<file path="config.mk">
export PLATFORM = sky130hd
export DESIGN_NAME = axis_network_packetizer
export DESIGN_NICKNAME = d
export VERILOG_FILES = /design/src/rtl/axis_network_packetizer.sv
export SDC_FILE = /design/constraint.sdc
export NUM_CORES = 1
export LEC_CHECK = 0
export ABC_AREA = 1
export BUFFER_PORTS_ARGS = -buffer_cell sky130_fd_sc_hd__buf_2
export CORE_ASPECT_RATIO = 1.25
export CORE_MARGIN = 10
export CORE_UTILIZATION = 57
export CTS_BUF_LIST = sky130_fd_sc_hd__clkbuf_8
export DETAILED_ROUTE_END_ITERATION = 16
export PLACE_DENSITY = 0.86
export SLEW_MARGIN = 20
export SYNTH_ARGS = -nofsm -noshare
export SYNTH_HDL_FRONTEND = slang
export SYNTH_SLANG_ARGS = --single-unit
</file>
<file path="constraint.sdc">
create_clock -name clk_i -period 2.4 [get_ports clk_i]
set_input_delay 0.48 -clock clk_i [delete_from_list [all_inputs] [get_ports clk_i]]
set_output_delay 0.48 -clock clk_i [all_outputs]
set_load 0.1 [all_outputs]
</file>
<file path="src/rtl/axis_network_packetizer.sv">
// AXI-Stream to NoC packetizer (injection side).
// Each buffered beat is serialised into K = TDataWidth/FlitWidth flits, LSB
// slice first. Network packets start with a header flit (tdest, tid, local
// address) and are cut after MaxPayloadFlits payload flits, with the header
// repeated for the next segment. The VC comes from the latched tid and an
// all-ones tdest marks the packet as broadcast.
module axis_network_packetizer #(
  parameter int NetworkIfAddressId               = 0,
  parameter int NetworkIfAddressIdWidth          = 8,
  parameter int NetworkIfFlitWidth               = 64,
  parameter int NetworkIfFlitTypeWidth           = 2,
  parameter int NetworkIfBroadcastWidth          = 1,
  parameter int NetworkIfVirtualChannelIdWidth   = 2,
  parameter int NetworkIfNumberOfVirtualChannels = 4,
  parameter int AxiStreamTargetIfTDataWidth      = 128,
  parameter int AxiStreamTargetIfTIdWidth        = 4,
  parameter int AxiStreamTargetIfTDestWidth      = 8,
  parameter int MaxPayloadFlits                  = 8
) (
  input  logic                                        clk_i,
  input  logic                                        rst_ni,
  input  logic                                        s_axis_tvalid_i,
  output logic                                        s_axis_tready_o,
  input  logic [AxiStreamTargetIfTDataWidth-1:0]      s_axis_tdata_i,
  input  logic                                        s_axis_tlast_i,
  input  logic [AxiStreamTargetIfTIdWidth-1:0]        s_axis_tid_i,
  input  logic [AxiStreamTargetIfTDestWidth-1:0]      s_axis_tdest_i,
  output logic                                        network_valid_o,
  input  logic [NetworkIfNumberOfVirtualChannels-1:0] network_ready_i,
  output logic [NetworkIfFlitWidth-1:0]               network_flit_o,
  output logic [NetworkIfFlitTypeWidth-1:0]           network_flit_type_o,
  output logic [NetworkIfBroadcastWidth-1:0]          network_broadcast_o,
  output logic [NetworkIfVirtualChannelIdWidth-1:0]   network_virtual_channel_id_o
);

  localparam int FlitW  = NetworkIfFlitWidth;
  localparam int TypeW  = NetworkIfFlitTypeWidth;
  localparam int VcW    = NetworkIfVirtualChannelIdWidth;
  localparam int TIdW   = AxiStreamTargetIfTIdWidth;
  localparam int TDestW = AxiStreamTargetIfTDestWidth;
  localparam int AddrW  = NetworkIfAddressIdWidth;
  localparam int K      = AxiStreamTargetIfTDataWidth / FlitW;
  localparam int SliceW = (K > 1) ? $clog2(K) : 1;
  localparam int SegW   = (MaxPayloadFlits > 1) ? $clog2(MaxPayloadFlits) : 1;

  localparam logic [0:0] S_HEAD = 1'b0;
  localparam logic [0:0] S_BODY = 1'b1;

  localparam logic [SliceW-1:0] LastSlice = SliceW'(K - 1);
  localparam logic [SegW-1:0]   LastSeg   = SegW'(MaxPayloadFlits - 1);

  localparam logic [TypeW-1:0] T_HEAD = TypeW'(0);
  localparam logic [TypeW-1:0] T_PAY  = TypeW'(1);
  localparam logic [TypeW-1:0] T_TAIL = TypeW'(2);

  logic                          r_en;
  logic                          r_buf_vld;
  logic [K-1:0][FlitW-1:0]       r_data;
  logic                          r_last;
  logic                          r_mid;
  logic [TIdW-1:0]               r_tid;
  logic [TDestW-1:0]             r_tdest;
  logic [0:0]                    r_state;
  logic [SliceW-1:0]             r_slice;
  logic [SegW-1:0]               r_seg_cnt;

  logic [VcW-1:0]   w_vc;
  logic             w_send;
  logic             w_last_slice;
  logic             w_tail;
  logic             w_beat_done;
  logic             w_accept;
  logic             w_bcast;
  logic [FlitW-1:0] w_hdr;

  assign w_vc         = r_tid[VcW-1:0];
  assign w_send       = r_buf_vld & network_ready_i[w_vc];
  assign w_last_slice = (r_slice == LastSlice);
  assign w_tail       = (r_state == S_BODY) &
                        ((w_last_slice & r_last) | (r_seg_cnt == LastSeg));
  assign w_beat_done  = w_send & (r_state == S_BODY) & w_last_slice;
  assign w_bcast      = &r_tdest;

  // Ready when the buffer is free or its last slice leaves this cycle, so a
  // new beat can follow back-to-back; gated until the first edge after reset.
  assign s_axis_tready_o = r_en & (~r_buf_vld | w_beat_done);
  assign w_accept        = s_axis_tvalid_i & s_axis_tready_o;
  assign network_valid_o = w_send;

  // Header flit: tdest in the LSBs, then tid, then source address, zero-padded.
  always_comb begin
    w_hdr = '0;
    w_hdr[TDestW-1:0]             = r_tdest;
    w_hdr[TDestW +: TIdW]         = r_tid;
    w_hdr[TDestW+TIdW +: AddrW]   = AddrW'(NetworkIfAddressId);
  end

  // Flit outputs are zero while nothing is pending, and held during a stall.
  always_comb begin
    network_flit_o               = '0;
    network_flit_type_o          = T_HEAD;
    network_broadcast_o          = '0;
    network_virtual_channel_id_o = '0;
    if (r_buf_vld) begin
      network_virtual_channel_id_o = w_vc;
      network_broadcast_o          = {NetworkIfBroadcastWidth{w_bcast}};
      if (r_state == S_HEAD) begin
        network_flit_o      = w_hdr;
        network_flit_type_o = T_HEAD;
      end else begin
        network_flit_o      = r_data[r_slice];
        network_flit_type_o = w_tail ? T_TAIL : T_PAY;
      end
    end
  end

  // Input enable rises one edge after reset release.
  always_ff @(posedge clk_i or negedge rst_ni) begin
    if (!rst_ni) r_en <= 1'b0;
    else         r_en <= 1'b1;
  end

  // One-beat buffer: load on accept, free when its last slice is sent.
  always_ff @(posedge clk_i or negedge rst_ni) begin
    if (!rst_ni) begin
      r_buf_vld <= 1'b0;
      r_data    <= '0;
      r_last    <= 1'b0;
    end else if (w_accept) begin
      r_buf_vld <= 1'b1;
      r_data    <= s_axis_tdata_i;
      r_last    <= s_axis_tlast_i;
    end else if (w_beat_done) begin
      r_buf_vld <= 1'b0;
    end
  end

  // tid/tdest are captured only on the first beat of a stream packet.
  always_ff @(posedge clk_i or negedge rst_ni) begin
    if (!rst_ni) begin
      r_mid   <= 1'b0;
      r_tid   <= '0;
      r_tdest <= '0;
    end else if (w_accept) begin
      r_mid <= ~s_axis_tlast_i;
      if (!r_mid) begin
        r_tid   <= s_axis_tid_i;
        r_tdest <= s_axis_tdest_i;
      end
    end
  end

  // Header/body sequencing with slice and segment counters.
  always_ff @(posedge clk_i or negedge rst_ni) begin
    if (!rst_ni) begin
      r_state   <= S_HEAD;
      r_slice   <= '0;
      r_seg_cnt <= '0;
    end else if (w_send) begin
      if (r_state == S_HEAD) begin
        r_state   <= S_BODY;
        r_seg_cnt <= '0;
      end else begin
        r_slice <= w_last_slice ? '0 : r_slice + 1'b1;
        if (w_tail) begin
          r_state   <= S_HEAD;
          r_seg_cnt <= '0;
        end else begin
          r_seg_cnt <= r_seg_cnt + 1'b1;
        end
      end
    end
  end

endmodule

</file>
==> run metrics, run 1 <==
Crit path largest cell delay 490 ps; Critical Path Most Common Cell buf_12; Synth Flop Type dfrtp_1; RSZ-0062 raised after global routing yes; Tcrit/Tclk final 101%; failing checks setup timing; Initial Utilization 57.8%; element type at the critical path start register; syn_area_per_cell 7.80 µm²; largest net degree at the start of global routing 92; Hold WC Path Type input pin to register; largest cells by area after synthesis dfrtp_1 53%, nand2_1 16%, nand3_1 9.7%, nor2_1 5.9%, nor3_1 3.7%; # Max-Cap Violations 0; CTS buffer count 17; CTS H-Tree Depth 4; die area 0.0171 mm²; clock buffer depth 2; die width 119 µm; critical path class register to output port; initial antenna violation count 14; Post-synth EDFFs 0; I/O pin count 219; post-route setup slack -20.3 ps; grt ovf 0; Via density 5.84; Levels on crit path 4; area grow syn2layout 51.2%; detailed-route via count 7476; GPL Wtd Cong 0.882; most frequent cells in the layout 303 x nand2_1, 147 x buf_2, 146 x dfrtp_1; hold_ws 226 ps; row cnt 45; placed wire-length estimate 16.6 mm; layout cells sized above 1 32.1%; DR pass1 iterations 7; Clock Latency Late Sink 460 ps; Core ar. 0.0121 mm²; Tmin final 2420 ps; reg2reg path depth 9; Synth async-reset ratio 100%; Yosys top cell area share 53.3%; I/O Buffers 218; nets@finish 1243; sequential area share after synthesis 53.3%; Sink Count 149; CP bufs+invs 2; Hold Crit Start s_axis_tlast_i; Routed WL 26.0 mm; die height 144 µm; non-filler cells, final 1280; Worst EP required 1920 ps; reg2reg start r_tid[0]; Unique masters post-synth 26; CTS root buf clkbuf_8; FF+latch count, synth 149; DRC viols 0; crit-path max FO 42; DRC marker count from the first detailed-route iteration 888; Worst Setup SP r_buf_vld; dpl cells 1226; WHS Path Cells 2; commonest non-fill, non-tap cell in the layout nand2_1; vias in the first global route 7454; Final ANT Viol Nets 0; Synth Cell Area 0.00699 mm²; Place WS 352 ps; area leader, netlist dfrtp_1; WP data arrival 1940 ps; Critical Path, Cell by Cell nand2_4 > buf_12 > nor3_4 > buf_12; Ys Warns 0; Hold Path End r_mid; Crit. End Element output port; Slew Viols, Final 0; final setup violation count 3; status complete, but fails checks; fin util 87.4%; first-pass GRT wire length 39.1 mm; Slowest cell on crit path dfrtp_2; register-to-register setup slack 360 ps; Synth Instances 896; Fmax 413 MHz; Reg clk slew, reported paths 80 ps; WL/cell 20.3 µm; GRT Overall Usage 29.0%; Mapped Nets 1046; Final Hold Viols 0; relative slew slack 55.7%; skew final 11.0 ps; CP delay by family, top flip-flops; CTS tree yes; Tightest Pin Transition 658 ps; r2r endpoint r_data[105]
## per-stage QoR
| stage | setup TNS (ps) | instance area, µm² |
|---|---|---|
| finish | -24.0 | 10600 |
| CTS | -1.16 | 10400 |
| detailed placement | 0 | 9920 |
| floorplan | -6760 | 7690 |
| global placement | 0 | 9920 |
| global route | -210 | 10600 |
## cell usage after synthesis (7+ instances only)
library cell,number
buf_4,9
a21oi_1,12
nor3_1,52
nand2_1,305
clkbuf_1,42
buf_2,14
nand3_1,135
dfrtp_1,149
o21ai_0,12
a221oi_1,7
inv_1,17
nor2_1,110
nand4_1,13
## state kept, by name, indices dropped and copies added (netlist names)
name,count
r_data,128
r_tdest,8
r_tid,4
r_seg_cnt,3
r_buf_vld,1
r_en,1
r_last,1
r_mid,1
r_slice,1
r_state,1
## cells by family after synthesis
kind of cell | after synthesis | synth area share [%]
AO/OA/AOI/OAI | 35 | 3.13
adder cells (fa/ha/maj) | 2 | 0.358
buffers and inverters | 89 | 5.73
flip-flops | 149 | 53.3
other | 1 | 0.0536
AND/OR/NAND/NOR | 620 | 37.4
## metal layers
layer / part of all wire, % / GRT usage (%) / wire length (µm)
met2: 52 / 49.7 / 13400
met5: 0.19 / 0 / 49
met4: 4.4 / 14.0 / 1150
met3: 9.1 / 8.44 / 2370
met1: 35 / 32.5 / 9050
## how the worst max path moves through the flow
stage / end / slack, ps
2_1_floorplan: network_flit_o[4] / -540
3_3_place_gp: network_valid_o / 410
3_5_place_dp: network_valid_o / 350
4_1_cts: network_flit_o[35] / -1
5_1_grt: network_flit_o[2] / -40
6_report: network_flit_o[57] / -20
## timing repair
action	4_1_cts	5_1_grt
pin swaps	2	3
setup buffers	1	10
resized for setup	12	11
hold buffers	1	0
setup endpoints to repair	56	59
hold endpoints to repair	54	0
## layout make-up
| type | instances | area, µm² |
|---|---|---|
| flip-flops and latches | 149 | 3730 |
| clock inverters | 13 | 191 |
| multi-input cells | 658 | 3580 |
| fillers | 609 | 1530 |
| repair buffers | 248 | 2510 |
| clock buffers | 18 | 248 |
| well taps | 164 | 205 |
| diodes | 11 | 27.5 |
| inverters | 19 | 80.1 |
Power of run 1 is not shown: default switching activity piles up to over one toggle a cycle in this logic, so the estimate is an artifact.
==> run 2: changes to the inputs <==
- ABC_CLOCK_PERIOD_IN_PS: not set -> 2400
- CORE_ASPECT_RATIO: 1.25 -> 1.2
- SKIP_CTS_REPAIR_TIMING: not set -> 1
==> run metrics, run 2 (same netlist as run 1, synthesis figures left out) <==
die width 121 µm (+1.7%); Final ANT Viol Nets 0 (unchanged); Fmax 410 MHz (-0.75%); Top Registers r_data: 128 flops, r_tdest: 8 flops, r_tid: 4 flops; register-to-register setup slack 190 ps (-170 ps); RSZ-0062 raised after global routing yes; most frequent cells in the layout 304 x nand2_1, 147 x buf_2, 146 x dfrtp_1; final setup violation count 9 (+6); Via density 6.02 (+3.1%); fill cell count 549 (-9.9%); Largest Register r_data; CTS buffer count 17 (unchanged); layout cells sized above 1 34.5% (+2.4 points); DRC marker count from the first detailed-route iteration 986 (+11%); detailed-route via count 7734 (+3.5%); Final Hold Viols 0 (unchanged); Hold Path End r_data[62]; post-route setup slack -38.7 ps (-18.3 ps); Tightest Pin Transition 623 ps (-34.6 ps); grt ovf 0 (unchanged); r2r endpoint r_data[89]; Tmin final 2440 ps (+18.3 ps); relative slew slack 58.0% (+2.3 points); CTS root buf clkbuf_8; CTS H-Tree Depth 4 (unchanged); reg2reg start r_tid[0]; WL/cell 21.4 µm (+5.3%); Crit. End Element output port; reg2reg path depth 10 (+1); WHS Path Cells 3 (+1); Slew Viols, Final 0 (unchanged); initial antenna violation count 10 (-4); die height 141 µm (-1.7%); row cnt 44 (-2.2%); Core ar. 0.0121 mm² (-0.40%); vias in the first global route 7477 (+0.31%); status complete, but fails checks; clock buffer depth 2 (unchanged); GPL Wtd Cong 0.962 (+9.0%); skew final 10.7 ps (-0.291 ps); die area 0.0171 mm² (about the same); first-pass GRT wire length 40.0 mm (+2.3%); Largest register FFs 128 (unchanged); Initial Utilization 58.0% (+0.23 points); area grow syn2layout 52.1%; final non-filler cell area 0.0106 mm² (+0.57%); placed cell area 0.00992 mm² (about the same); I/O pin count 219 (unchanged); WP data arrival 1960 ps (+20 ps); Reg clk slew, reported paths 80 ps (about the same); # Max-Cap Violations 0 (unchanged); commonest non-fill, non-tap cell in the layout nand2_1; element type at the critical path start register; DR pass1 iterations 7 (unchanged); Tcrit/Tclk final 102% (+0.76 points); Clock Latency Late Sink 480 ps (+20 ps); Hold WC Path Type input pin to register; Worst EP required 1920 ps (about the same); critical path class register to output port; DRC viols 0 (unchanged); nets@finish 1253 (+0.80%); CTS tree yes; placed wire-length estimate 16.9 mm (+1.9%); Sink Count 149 (unchanged); Hold Crit Start s_axis_tdata_i[62]; Worst Setup SP r_state; Routed WL 27.5 mm (+5.7%); largest net degree at the start of global routing 72 (-22%); GRT Overall Usage 29.8% (+0.75 points); crit-path max FO 16 (-62%); I/O Buffers 218 (unchanged); failing checks setup timing
==> run 2: metal layers <==
layer	track usage [%]	up-vias	routed length [µm]
li1	-	3328	-
met1	33.1	3726	9280
met3	10.5	118	2900
met5	0	-	27
met2	49.3	558	13900
met4	15.2	4	1380
==> run 2: how the worst max path moves through the flow <==
| stage | end | slack (ps) | cells after the start |
|---|---|---|---|
| finish | network_flit_o[0] | -40 | 4 |
| global route | network_flit_o[0] | -90 | 4 |
| CTS | network_flit_type_o[0] | -220 | 6 |
| detailed placement | r_data[38] | 380 | 7 |
| global placement | network_flit_o[35] | 410 | 5 |
| floorplan | network_flit_o[4] | -540 | 4 |
==> run 2: through the flow <==
stage | setup WS (ps) | setup TNS [ps] | cells | util (%) | hold slack (ps)
2_1_floorplan | -541 | -6760 | 896 | - | 184
3_3_place_gp | 413 | 0 | 1227 | 82.3 | 411
6_report | -38.7 | -123 | 1284 | 88.2 | 223
3_5_place_dp | 378 | 0 | 1227 | 82.3 | 412
4_1_cts | -217 | -7060 | 1256 | 85.2 | -88.1
5_1_grt | -91.1 | -904 | 1280 | 88.1 | 228
==> run 2: layout make-up <==
type                            count  area, µm²  area share, %
Timing Repair Buffer              258       2590           24.4
Tap cell                          161        201           1.89
Sequential cell                   149       3730           35.1
Clock inverter                      8       61.3          0.576
Inverter                           19       83.8          0.788
Antenna cell                       10       25.0          0.235
Multi-Input combinational cell    658       3650           34.3
Clock buffer                       21        289           2.72
==> run 2: critical path, stage by stage, from the launching register on <==
cell       delay, ps
dfrtp_2          440
clkinv_1         200
buf_12           210
a221oi_2         360
clkbuf_16        270
Power of run 2 is left out for the same reason.
